### src/rtl/serial_word_feeder_pkg.sv
// Shared definitions for the serial feeder and sibling serial FSM blocks.
//   IDLE_BIT_DEFAULT : resting level of a serial line with no word in flight
//   feed_state_t     : IDLE/SHIFT/LAST encoding (2-bit, 0/1/2)
//   cnt_width()      : width of a "bits remaining" counter for a given word width
package serial_word_feeder_pkg;

  localparam logic IDLE_BIT_DEFAULT = 1'b1;

  typedef enum logic [1:0] {
    ST_IDLE  = 2'd0,
    ST_SHIFT = 2'd1,
    ST_LAST  = 2'd2
  } feed_state_t;

  function automatic int cnt_width(input int width);
    return (width < 2) ? 1 : $clog2(width);
  endfunction

endpackage

### src/rtl/piso_shift_reg.sv
// Parallel-load, shift-left register exposing its MSB.
//   clock, reset : clock, synchronous active-high reset (clears contents)
//   load         : capture load_data (wins over shift)
//   shift        : shift left by one, zero fill
//   load_data    : parallel word
//   msb          : current bit WIDTH-1
module piso_shift_reg #(
  parameter int WIDTH = 8
) (
  input  logic             clock,
  input  logic             reset,
  input  logic             load,
  input  logic             shift,
  input  logic [WIDTH-1:0] load_data,
  output logic             msb
);

  logic [WIDTH-1:0] sh_q, sh_d;

  always_comb begin
    sh_d = sh_q;
    if (load)       sh_d = load_data;
    else if (shift) sh_d = {sh_q[WIDTH-2:0], 1'b0};
  end

  always_ff @(posedge clock) begin
    if (reset) sh_q <= '0;
    else       sh_q <= sh_d;
  end

  assign msb = sh_q[WIDTH-1];

endmodule

### src/rtl/serial_word_feeder.sv
// Parallel-to-serial front end: accepts WIDTH-bit words on valid/ready and
// drives them MSB-first, one bit per clock, on x. A one-word hold register
// lets a continuous stream go out with no idle bit between words.
//   clock, reset : clock, synchronous active-high reset
//   in_data      : word to serialize
//   in_valid     : in_data valid this cycle
//   in_ready     : a word can be accepted this cycle
//   x            : registered serial bit (IDLE_BIT when no word in flight)
//   first        : registered, high while x carries a word's MSB
//   busy         : registered, high while x carries any data bit
module serial_word_feeder
  import serial_word_feeder_pkg::*;
#(
  parameter int   WIDTH    = 8,
  parameter logic IDLE_BIT = IDLE_BIT_DEFAULT
) (
  input  logic             clock,
  input  logic             reset,
  input  logic [WIDTH-1:0] in_data,
  input  logic             in_valid,
  output logic             in_ready,
  output logic             x,
  output logic             first,
  output logic             busy
);

  localparam int CW = cnt_width(WIDTH);

  feed_state_t      state_q, state_d;
  logic [CW-1:0]    cnt_q, cnt_d;
  logic             x_q, x_d;
  logic             first_q, first_d;
  logic             busy_q, busy_d;
  logic [WIDTH-1:0] hold_q, hold_d;
  logic             hold_valid_q, hold_valid_d;

  logic             sh_msb;
  logic             shifter_free, hs, load_hold, load_in, to_hold, load_word, shift_en;
  logic [WIDTH-1:0] word;

  // Ready depends only on the hold flag and reset, never on in_valid.
  assign in_ready     = !hold_valid_q && !reset;
  assign hs           = in_valid && in_ready;
  assign shifter_free = (state_q != ST_SHIFT);
  assign load_hold    = shifter_free && hold_valid_q;
  assign load_in      = shifter_free && !hold_valid_q && hs;
  // A word arriving mid-shift parks in hold; the shifter keeps running.
  assign to_hold      = !shifter_free && hs;
  assign load_word    = load_hold || load_in;
  assign word         = load_hold ? hold_q : in_data;
  assign shift_en     = !load_word && (state_q == ST_SHIFT);

  // The MSB goes straight to x on load, so the shifter holds the remaining bits.
  piso_shift_reg #(.WIDTH(WIDTH)) u_piso (
    .clock     (clock),
    .reset     (reset),
    .load      (load_word),
    .shift     (shift_en),
    .load_data ({word[WIDTH-2:0], 1'b0}),
    .msb       (sh_msb)
  );

  always_comb begin
    state_d      = state_q;
    cnt_d        = cnt_q;
    x_d          = x_q;
    first_d      = first_q;
    busy_d       = busy_q;
    hold_d       = hold_q;
    hold_valid_d = hold_valid_q;

    if (load_word) begin
      state_d = ST_SHIFT;  // WIDTH >= 2, so at least one more bit follows
      x_d     = word[WIDTH-1];
      cnt_d   = CW'(WIDTH - 1);
      busy_d  = 1'b1;
      first_d = 1'b1;
    end else begin
      unique case (state_q)
        ST_SHIFT: begin
          x_d     = sh_msb;
          cnt_d   = cnt_q - CW'(1);
          first_d = 1'b0;
          if (cnt_q == CW'(1)) state_d = ST_LAST;
        end
        ST_LAST: begin
          state_d = ST_IDLE;
          x_d     = IDLE_BIT;
          busy_d  = 1'b0;
          first_d = 1'b0;
        end
        default: ;
      endcase
    end

    if (load_hold) hold_valid_d = 1'b0;
    if (to_hold) begin
      hold_d       = in_data;
      hold_valid_d = 1'b1;
    end
  end

  always_ff @(posedge clock) begin
    if (reset) begin
      state_q      <= ST_IDLE;
      cnt_q        <= '0;
      x_q          <= IDLE_BIT;
      first_q      <= 1'b0;
      busy_q       <= 1'b0;
      hold_q       <= '0;
      hold_valid_q <= 1'b0;
    end else begin
      state_q      <= state_d;
      cnt_q        <= cnt_d;
      x_q          <= x_d;
      first_q      <= first_d;
      busy_q       <= busy_d;
      hold_q       <= hold_d;
      hold_valid_q <= hold_valid_d;
    end
  end

  assign x     = x_q;
  assign first = first_q;
  assign busy  = busy_q;

endmodule
### config.mk
export PLATFORM = sky130hd
export DESIGN_NAME = serial_word_feeder
export DESIGN_NICKNAME = d
export VERILOG_FILES = /design/src/rtl/serial_word_feeder_pkg.sv /design/src/rtl/piso_shift_reg.sv /design/src/rtl/serial_word_feeder.sv
export SDC_FILE = /design/constraint.sdc
export NUM_CORES = 1
export LEC_CHECK = 0
export CAP_MARGIN = 10
export CORE_ASPECT_RATIO = 2
export CORE_MARGIN = 1
export CORE_UTILIZATION = 30
export CTS_BUF_LIST = sky130_fd_sc_hd__clkbuf_8
export DETAILED_ROUTE_END_ITERATION = 10
export SLEW_MARGIN = 10
export SYNTH_ARGS = -nofsm -noshare
export SYNTH_HDL_FRONTEND = slang
export SYNTH_HIERARCHICAL = 1
export SYNTH_SLANG_ARGS = --single-unit
### constraint.sdc
create_clock -name clock -period 4.2 [get_ports clock]
set_input_delay 1.26 -clock clock [delete_from_list [all_inputs] [get_ports clock]]
set_output_delay 1.26 -clock clock [all_outputs]
set_load 0.05 [all_outputs]
# After elaboration in Yosys (flattened, before gate mapping)
# Cells that the tools add are included.
# totals
latch_bits,0
output_inout_bits,4
wordCells,55
rom_bits,0
ff_bits,24
inputBits,11
ramBits,0
n_memories,0
# op_classes
div,0
addsub,1
reduce_logical,23
shift,0
n_lt_le_gt_ge,0
n_bitwise,0
n_mul,0
n_eq_ne,6
muxes,16
# op_table
op,n
2-to-1 mux 8 bit,3
nonzero test 2 bit,6
2-to-1 mux 1 bit,8
logical AND 1 bit,7
2-to-1 mux 3 bit,2
zero test 1 bit,4
"inequality test 2 x 1 -> 1 bit, second input constant",2
case mux 2 bit (2 select lines),1
AND reduction 2 bit,2
OR reduction 2 bit,2
"== test 3 x 1 -> 1 bit, second input constant",1
"inequality test 3 x 2 -> 1 bit, second input constant",1
nonzero test 3 bit,1
"subtractor 3 x 1 -> 3 bit, second input constant",1
"== test 2 x 1 -> 1 bit, second input constant",1
"== test 2 bit, second input constant",1
2-to-1 mux 2 bit,1
case mux 1 bit (2 select lines),1
logical OR 1 bit,1

# Logic depth before layout (Yosys ltp)
# depth
depth_word,9
ltp_mapped,7
mapped_depth_nobuf,7

# Cells and area by module
# Netlist, hierarchy kept.
# by_module_without_submodules
module,cells_per_inst,instances,seq_area_each_um2,area_each_um2
serial_word_feeder,93,1,340.3,864.6
piso_shift_reg,35,1,160.2,369.1

# Worst setup path after synthesis
# OpenSTA, ideal clock, no wires.
# synth_path
kind,input -> output
from,input port reset
to,output port in_ready
path_buffers,2
cell_stages,3
arrival_ps,2271
slack_ps,669
path_cell_list,buf_2 buf_1 nor2_1
# synth_between
elab_chain_cells,2
# synth_lines
item,line_no,text
from (decl),serial_word_feeder.sv:18,"input logic reset,"
zero test 1 bit,serial_word_feeder.sv:42,assign in_ready = !hold_valid_q && !reset;
logical AND 1 bit,serial_word_feeder.sv:42,
to (decl),serial_word_feeder.sv:21,"output logic in_ready,"
# No other way between the ends.

# Worst setup path in the final report
# Same ends and word-level chain as after synthesis.

==> flow_summary.ini <==
[run_status]
status = completed

[power]
clockPowerShare_pct = 26.0
swShare_pct = 29.1
p_leak_nw = 0.525
powerDensity_nw_per_um2 = 372
p_sw_mw = 0.157
max-vdd-ir-drop_uv = 272
seq_power_share_pct = 50.4
intPower_mw = 0.382
p_comb_share_pct = 23.6

[floorplan]
num_rows = 32
die_area_um2 = 4390
die_h_um = 92.7
start_util_pct = 31.8
die_w_um = 47.3
core_area_um2 = 3880
num_io_pins = 15

[setup_path]
cp_data_arrival_time_ps = 2070
crit_chain = clkdlybuf4s50_1 > nor2_1 > buf_12
critPathMaxFanout = 2
cp_top_family = buffers and inverters
path_buf_inv = 2
crit_path_start_kind = primary input
cp.required_ps = 2940
crit_path_max_incr_delay_ps = 440
path_class = in2out
end_kind = output port
crit_slowest_cell = clkdlybuf4s50_1

[placed_design]
dp_slack_ps = 862
port_buffers = 14
hpwl_mm = 1.79
gp_routability_congestion = 0.780

[clock_network]
cts_buffers = 3
cts-hold-fix-buffers = 0
htreeDepth = 1
clock_path_buffers = 2
cts_sinks = 25
root_buffer = clkbuf_8
clock_latency_ps = 270
cts_tree = yes
postCtsSetupRepairBufs = 0
cts_resized = 0
path_clk_slew_ps = 90

[global_routing]
grt_pass1_wl_mm = 4.08
grtUsageTotal_pct = 12.5
antenna_found_initial = 0
grt_pass1_vias = 920
grt-ovfl-total = 0
grt_max_degree = 28

[layout]
fill_cells = 412
antenna_cells = 0
final_core_util_pct = 37.3
multi_input_comb_area_um2 = 652
ff_latch_area_um2 = 500
fin_nets = 157
drive_gt1_share_pct = 5.00
area_growth_pct = 17.4

[drt]
drtIter0Drc = 7
wl_mm = 2.37
first_pass_iters = 4
antenna_left = 0
drc = 0
viasPerCell = 4.83
vias = 922
routedWlPerCell_um = 12.4

[synth]
yosys_warnings = 6
syn-num-nets = 144
ys_seq_area_share_pct = 40.6
synth-seq-cells = 25
yosysTopAreaCell = dfxtp_1
synth_area_per_cell_um2 = 9.64
synthCells = 128
synthTopCellsByArea = dfxtp_1 41%, mux2i_1 12%, mux2_1 6.4%
synth.top_cell.area_share_pct = 40.6
yosysUniqueCellTypes = 32
syn-cell-area_um2 = 1230

[sta]
fin_setup_tns_ps = 0
fin_crit_sh_pct = 79.2
slew_headroom_pct = 66.6
setup_viol = 0
hold_violations = 0
timing.final.max_slew_violations = 0
rsz0062_at_grt = no
fmax_ghz = 0.300
setup_ws_ps = 872
holdWs_ps = 473
skew_ps = 4.98
period_needed_ps = 3330
worst_pin_slew_ps = 501

[flow_run]
cap_violations = 0

[min_path]
min_path_type = reg2reg
[layout make-up]
| type | count | area share, % |
|---|---|---|
| well taps | 51 | 4.40 |
| clock buffers | 3 | 2.85 |
| flip-flops and latches | 25 | 34.5 |
| clock inverters | 1 | 0.259 |
| inverters | 8 | 2.07 |
| repair buffers | 15 | 10.9 |
| multi-input cells | 88 | 45.0 |
[registers in the layout (all words and copies together), names as in the netlist]
signal        cells
busy              1
cnt_q             3
first             1
hold_q            8
hold_valid_q      1
state_q           2
u_piso/sh_q       8
x                 1
[placed cells by master (no fill, tap or decap), drive strengths merged, types with 2 or more instances in the layout]
| master | count |
|---|---|
| inv | 9 |
| nor2 | 12 |
| buf | 2 |
| nand3 | 2 |
| mux2i | 15 |
| nand2b | 3 |
| clkbuf | 3 |
| dfxtp | 25 |
| nand3b | 2 |
| a21oi | 7 |
| or3b | 2 |
| o21ai | 2 |
| nand2 | 4 |
| mux2 | 7 |
| a211oi | 8 |
| ha | 5 |
| clkdlybuf4s50 | 13 |
| nor2b | 8 |
[cells in the mapped netlist (all sizes together)]
library cell   count
a221oi             1
a31oi              1
dfxtp             25
clkdlybuf4s18      1
nand3              2
or3                1
a211oi             8
ha                 5
o32ai              1
a21oi              7
mux2i             15
buf                6
o21ai              2
and4bb             1
a311o              1
nor2b              8
mux2               7
a21o               1
conb               1
nor3               1
inv                8
nand2b             3
nor4               1
or3b               2
nand3b             2
o311ai             1
nand2              4
nor2              12
[routing by layer]
| metal | global-route usage [%] | share of wire, % |
|---|---|---|
| met1 | 15.7 | 42 |
| met3 | 1.75 | 2.6 |
| met4 | 5.00 | 2.2 |
| met5 | 0 | 0 |
| met2 | 20.2 | 53 |
[worst reg2reg max path: cells and delay by family (launching register included)]
kind	cells	cell delay (ps)
DFF	1	350
buffers and inverters	3	340
AOI/OAI and AO/OA	2	400
and+or+nand+nor	1	390
adders and majority gates	1	410
[worst paths after layout]
check / start / end / slack, ps / cells past startpoint
hold / removal: busy / busy / 470 / 2
hold reg to reg: busy / busy / 470 / 2
setup reg to reg: state_q[1] / u_piso/sh_q[0] / 2240 / 7
setup / recovery: reset / in_ready / 870 / 3
[logic make-up after synthesis]
group / count (synthesis) / synth area share (%)
AND/OR/NAND/NOR: 37 / 16.3
flip-flops: 25 / 40.6
AO/OA/AOI/OAI: 23 / 12.6
multiplexers: 22 / 18.6
buffers and inverters: 15 / 6.59
adder cells (fa/ha/maj): 5 / 5.07
other: 1 / 0.304
[per-stage QoR]
stage	power (mW)	cell area, µm²	instances
after detailed placement	0.405	1400	187
after floorplan	0.370	1230	128
final	0.539	1450	191
after global routing	0.570	1450	191
after global placement	0.402	1400	187
after CTS	0.546	1450	191
[power by group through the flow]
stage,Sequential (mW),Combinational (mW),Clock (mW)
2_1_floorplan,0.285,0.0848,0
3_3_place_gp,0.276,0.126,0
3_5_place_dp,0.277,0.128,0
4_1_cts,0.272,0.129,0.145
5_1_grt,0.275,0.141,0.154
6_report,0.272,0.127,0.140
No activity file was read; power rests on OpenSTA's default activity.
